`src/rtl/cdb_broadcaster.sv`:
```
// cdb_broadcaster: round-robin arbiter granting up to CDB_W finished FU results per cycle onto registered CDB lanes
module cdb_broadcaster #(
  parameter int NUM_FU = 4,
  parameter int CDB_W  = 2,
  parameter int PRF_W  = 6,
  parameter int ROB_W  = 5
) (
  input  logic                            clock,
  input  logic                            reset,
  input  logic                            flush,
  input  logic [NUM_FU-1:0]               fu_valid,
  input  logic [NUM_FU-1:0][PRF_W-1:0]    fu_prf_idx,
  input  logic [NUM_FU-1:0][31:0]         fu_data,
  input  logic [NUM_FU-1:0][ROB_W-1:0]    fu_rob_idx,
  output logic [NUM_FU-1:0]               fu_ready,
  output logic [CDB_W-1:0]                cdb_valid,
  output logic [CDB_W-1:0][PRF_W-1:0]     cdb_prf_idx,
  output logic [CDB_W-1:0][31:0]          cdb_data,
  output logic [CDB_W-1:0][ROB_W-1:0]     cdb_rob_idx,
  output logic [$clog2(CDB_W):0]          cdb_count
);
  localparam int PTR_W = (NUM_FU > 1) ? $clog2(NUM_FU) : 1;
  localparam int CNT_W = $clog2(CDB_W) + 1;
  logic [PTR_W-1:0]              r_rr_ptr;
  logic [CDB_W-1:0]              r_valid;
  logic [CDB_W-1:0][PRF_W-1:0]   r_prf;
  logic [CDB_W-1:0][31:0]        r_data;
  logic [CDB_W-1:0][ROB_W-1:0]   r_rob;
  logic [CNT_W-1:0]              r_cnt;
  logic [NUM_FU-1:0]             w_ready;
  logic [CDB_W-1:0]              w_lane_vld;
  logic [CDB_W-1:0][PTR_W-1:0]   w_lane_sel;
  logic [CNT_W-1:0]              w_cnt;
  logic [PTR_W-1:0]              w_last;
  logic [PTR_W-1:0]              w_idx;
  logic                          w_take;
  // Scan from rr_ptr with wrap; the k-th grant lands on lane k so lanes stay LSB-contiguous.
  always_comb begin
    w_ready    = '0;
    w_lane_vld = '0;
    w_lane_sel = '0;
    w_cnt      = '0;
    w_last     = r_rr_ptr;
    w_idx      = '0;
    w_take     = 1'b0;
    for (int k = 0; k < NUM_FU; k++) begin
      w_idx  = PTR_W'((int'(r_rr_ptr) + k) % NUM_FU);
      w_take = fu_valid[w_idx] && (w_cnt < CNT_W'(CDB_W)) && !flush && !reset;
      if (w_take) begin
        w_ready[w_idx] = 1'b1;
        for (int l = 0; l < CDB_W; l++) begin
          if (w_cnt == CNT_W'(l)) begin
            w_lane_sel[l] = w_idx;
            w_lane_vld[l] = 1'b1;
          end
        end
        w_cnt  = w_cnt + CNT_W'(1);
        w_last = w_idx;
      end
    end
  end
  always_ff @(posedge clock) begin
    if (reset || flush) begin
      r_rr_ptr <= '0;
      r_valid  <= '0;
      r_prf    <= '0;
      r_data   <= '0;
      r_rob    <= '0;
      r_cnt    <= '0;
    end else begin
      for (int l = 0; l < CDB_W; l++) begin
        r_valid[l] <= w_lane_vld[l];
        r_prf[l]   <= w_lane_vld[l] ? fu_prf_idx[w_lane_sel[l]] : '0;
        r_data[l]  <= w_lane_vld[l] ? fu_data[w_lane_sel[l]]    : '0;
        r_rob[l]   <= w_lane_vld[l] ? fu_rob_idx[w_lane_sel[l]] : '0;
      end
      r_cnt    <= w_cnt;
      r_rr_ptr <= (w_cnt != '0) ? PTR_W'((int'(w_last) + 1) % NUM_FU) : r_rr_ptr;
    end
  end
  assign fu_ready    = w_ready;
  assign cdb_valid   = r_valid;
  assign cdb_prf_idx = r_prf;
  assign cdb_data    = r_data;
  assign cdb_rob_idx = r_rob;
  assign cdb_count   = r_cnt;
endmodule

```
`config.mk`:
```
export PLATFORM = sky130hd
export DESIGN_NAME = cdb_broadcaster
export DESIGN_NICKNAME = d
export VERILOG_FILES = /design/src/rtl/cdb_broadcaster.sv
export SDC_FILE = /design/constraint.sdc
export NUM_CORES = 1
export LEC_CHECK = 0
export CAP_MARGIN = 40
export CORE_AREA = 2 2 117 119
export CTS_BUF_LIST = sky130_fd_sc_hd__clkbuf_8
export DETAILED_ROUTE_END_ITERATION = 6
export DIE_AREA = 0 0 119 121
export GPL_TIMING_DRIVEN = 0
export PLACE_DENSITY = 0.91
export SETUP_SLACK_MARGIN = 0.15
export SLEW_MARGIN = 15
export SYNTH_ARGS = -nofsm -noshare
export SYNTH_HDL_FRONTEND = slang
export SYNTH_SLANG_ARGS = --single-unit
```
`constraint.sdc`:
```
create_clock -name clock -period 4.5 [get_ports clock]
set_clock_uncertainty 0.15 [all_clocks]
set_input_delay 0.9 -clock clock [delete_from_list [all_inputs] [get_ports clock]]
set_output_delay 0.9 -clock clock [all_outputs]
set_load 0.005 [all_outputs]
```
==> out/metrics.csv, run 1 <==
metric;value;unit
CP Max Fanout;7;
Worst setup EP type;primary output;
R2R setup slack;0.32;ns
Reg2Reg Depth;21;
Yosys top cell by area;dfxtp_1;
syn avg cell area;10.3;sq um
Hold Path Cell Cnt;3;
fin crit share;0.939;
syn nets;706;
Async SR Flop Fraction;0;
DRT iter0 DRCs;346;
Max H-tree Level;3;
# rows;42;
CP max stage delay;0.53;ns
DRT Wirelength;20.2;mm
top cells by area in the synthesized netlist;dfxtp_1 (35%), mux2i_1 (34%), o22ai_1 (10%), buf_6 (2.5%), ha_1 (2.4%);
Max VDD drop;0.164;mV
clock transition at the registers of the reported paths;0.09;ns
CTS root buf;clkbuf_8;
crit path DAT;3.18;ns
total track usage;0.274;
GP Congestion;0.916;
most common flop cell mapped by yosys;dfxtp_1;
die area;14400;sq um
DR vias/cell;5.59;
grt total ovfl;0;
TritonCTS clock tree;yes;
DP HPWL;15.1;mm
max-slew violations;0;
largest net degree at the start of global routing;17;
Core ar.;13100;sq um
Initial Util;0.406;
number of synthesis warnings;0;
RSZ-0062 raised after global routing;true;
final hold vios;0;
non-filler cells, final;992;
CTS max path bufs;2;
Pre-Repair DR Iteration Count;5;
routed length per instance;20.4;um
Slew HR;0.591;
die height;121;um
Num CTS Buffers;9;
Synth top area share;0.346;
gate count of the mapped netlist;517;
worst skew pair latency;0.36;ns
Crit-path slowest cell;or3b_2;
commonest non-fill, non-tap cell in the layout;clkdlybuf4s50_1;
pre-CTS setup slack;-0.928;ns
Nets;1000;
initial antenna violation count;0;
# DRC;0;
post-layout minimum cycle time;4.23;ns
fill cell count;1063;
Detail Route Antenna Nets;0;
Vias;5549;
number of synthesized flops with an enable pin;0;
clk sinks;92;
#FFs+latches synth;92;
Peak Freq;237;MHz
worst setup margin;0.274;ns
hold crit path type;flip-flop to flip-flop;
CP required;3.45;ns
pwr/cell area;290;nW/um^2
leakage;0.00355;uW
Inst Count DP;963;
register area;1850;sq um
Max-cap violations;0;
Inserted Diodes;0;
Seq/Total Area, Yosys;0.346;
Synth Cell Area;5320;sq um
startpoint types;input pin;
I/O pins;273;
Die W;119;um
Setup CP Type;input pin to primary output;
share of cells above drive strength 1;0.110;
wire length of the first global-routing pass;30.6;mm
Unique masters post-synth;46;
most frequent cells in the layout;clkdlybuf4s50_1 (262), mux2i_1 (178), dfxtp_1 (90);
I/O Buffers;270;
area of the multi-input gates;3240;sq um
vias in the first global route;5571;
final setup vio count;0;
Least-Margin Pin Slew;0.614;ns
status;finished, final reports clean;
cells along the critical path;dlygate4sd2_1, or3b_2, o22ai_4, buf_4, inv_1, ha_1, o21a_1, buf_6, nand2_1, nand2_1, dlygate4sd2_1;
Area growth syn-to-layout;62.3;%
-- registers in the layout, indices dropped and copies added, names as in the netlist --
register	cells
cdb_rob_idx	10
cdb_prf_idx	12
r_rr_ptr	2
cdb_data	64
cdb_valid	2
cdb_count	2
-- final cells by class --
cell class | count | area share
multi-input cells | 375 | 0.375
repair buffers | 283 | 0.323
flip-flops and latches | 92 | 0.214
plain buffers | 44 | 0.0387
well taps | 176 | 0.0255
clock buffers | 9 | 0.0144
clock inverters | 7 | 0.00580
inverters | 6 | 0.00304
-- synthesized netlist by cell type, types with 2 or more instances --
master / instances
mux2i_4: 2
a21oi_1: 8
dfxtp_1: 92
nor3_1: 2
nand3b_1: 2
mux4_2: 2
buf_4: 2
nor2_1: 8
nand3_1: 2
mux2i_1: 181
nand2_1: 21
o21a_1: 2
inv_1: 6
nand2b_1: 3
buf_6: 12
ha_1: 10
xnor2_1: 4
o22ai_1: 88
clkbuf_1: 13
or2_2: 2
o21ai_0: 4
buf_2: 17
a222oi_1: 4
nor3_2: 2
mux2_2: 3
o221ai_1: 2
o21ai_1: 2
a22oi_1: 2
a31oi_1: 2
-- worst paths after layout --
kind               start      endpoint
min          r_rr_ptr[1]   r_rr_ptr[1]
max                flush   fu_ready[3]
min reg2reg  r_rr_ptr[1]   r_rr_ptr[1]
max reg2reg  r_rr_ptr[0]  cdb_data[36]
-- timing repair --
item / CTS / global route
pin swaps: 4 / 0
resized for setup: 35 / 9
hold buffers: 0 / 0
buffers inserted: 13 / 0
setup endpoints to repair: 92 / 84
-- kinds of logic after synthesis --
| family | Yosys count | share of synthesized area |
|---|---|---|
| AND/OR/NAND/NOR | 48 | 0.0457 |
| adder cells (fa/ha/maj) | 10 | 0.0235 |
| multiplexers | 189 | 0.366 |
| buffers and inverters | 50 | 0.0576 |
| AO/OA/AOI/OAI | 124 | 0.154 |
| flip-flops | 92 | 0.346 |
| XOR/XNOR | 4 | 0.00659 |
-- worst max-delay path: cells and delay by family --
| kind | cells | cell delay, ns |
|---|---|---|
| AO/OA/AOI/OAI | 2 | 0.44 |
| adder cells (fa/ha/maj) | 1 | 0.28 |
| buffers and inverters | 5 | 0.92 |
| AND/OR/NAND/NOR | 3 | 0.64 |
-- power by group --
| part | internal [uW] | total (uW) | switching, uW |
|---|---|---|---|
| combinational | 581 | 1060 | 477 |
| sequential | 892 | 916 | 23.2 |
| clock | 203 | 532 | 328 |
| total | 1680 | 2510 | 829 |
-- routing by layer --
metal / part of all wire / vias up / global-route usage
met5: 0 / - / 0
met3: 0.068 / 43 / 0.0616
met2: 0.49 / 275 / 0.476
met1: 0.40 / 2664 / 0.320
met4: 0.037 / 0 / 0.130
li1: - / 2567 / -
-- metrics by stage --
| step | cell area [sq um] | hold slack [ns] | total power (uW) | TNS [ns] | utilization |
|---|---|---|---|---|---|
| after global routing | 8630 | 0.644 | 2620 | 0 | 0.659 |
| after CTS | 8610 | 0.584 | 2500 | 0 | 0.658 |
| after global placement | 8240 | 0.673 | 1930 | -70.87 | 0.630 |
| final | 8630 | 0.624 | 2510 | 0 | 0.659 |
| after floorplan | 5320 | 0.592 | 1460 | 0 | - |
| after detailed placement | 8240 | 0.681 | 1940 | -71.21 | 0.630 |
No activity file was read; power rests on OpenSTA's default activity.
==> run 2: changes to the inputs <==
Settings changed: ABC_CLOCK_PERIOD_IN_PS from default to 4500.
==> results of run 2 <==
The final DEF is identical to that of run 1; final timing and power are the same.
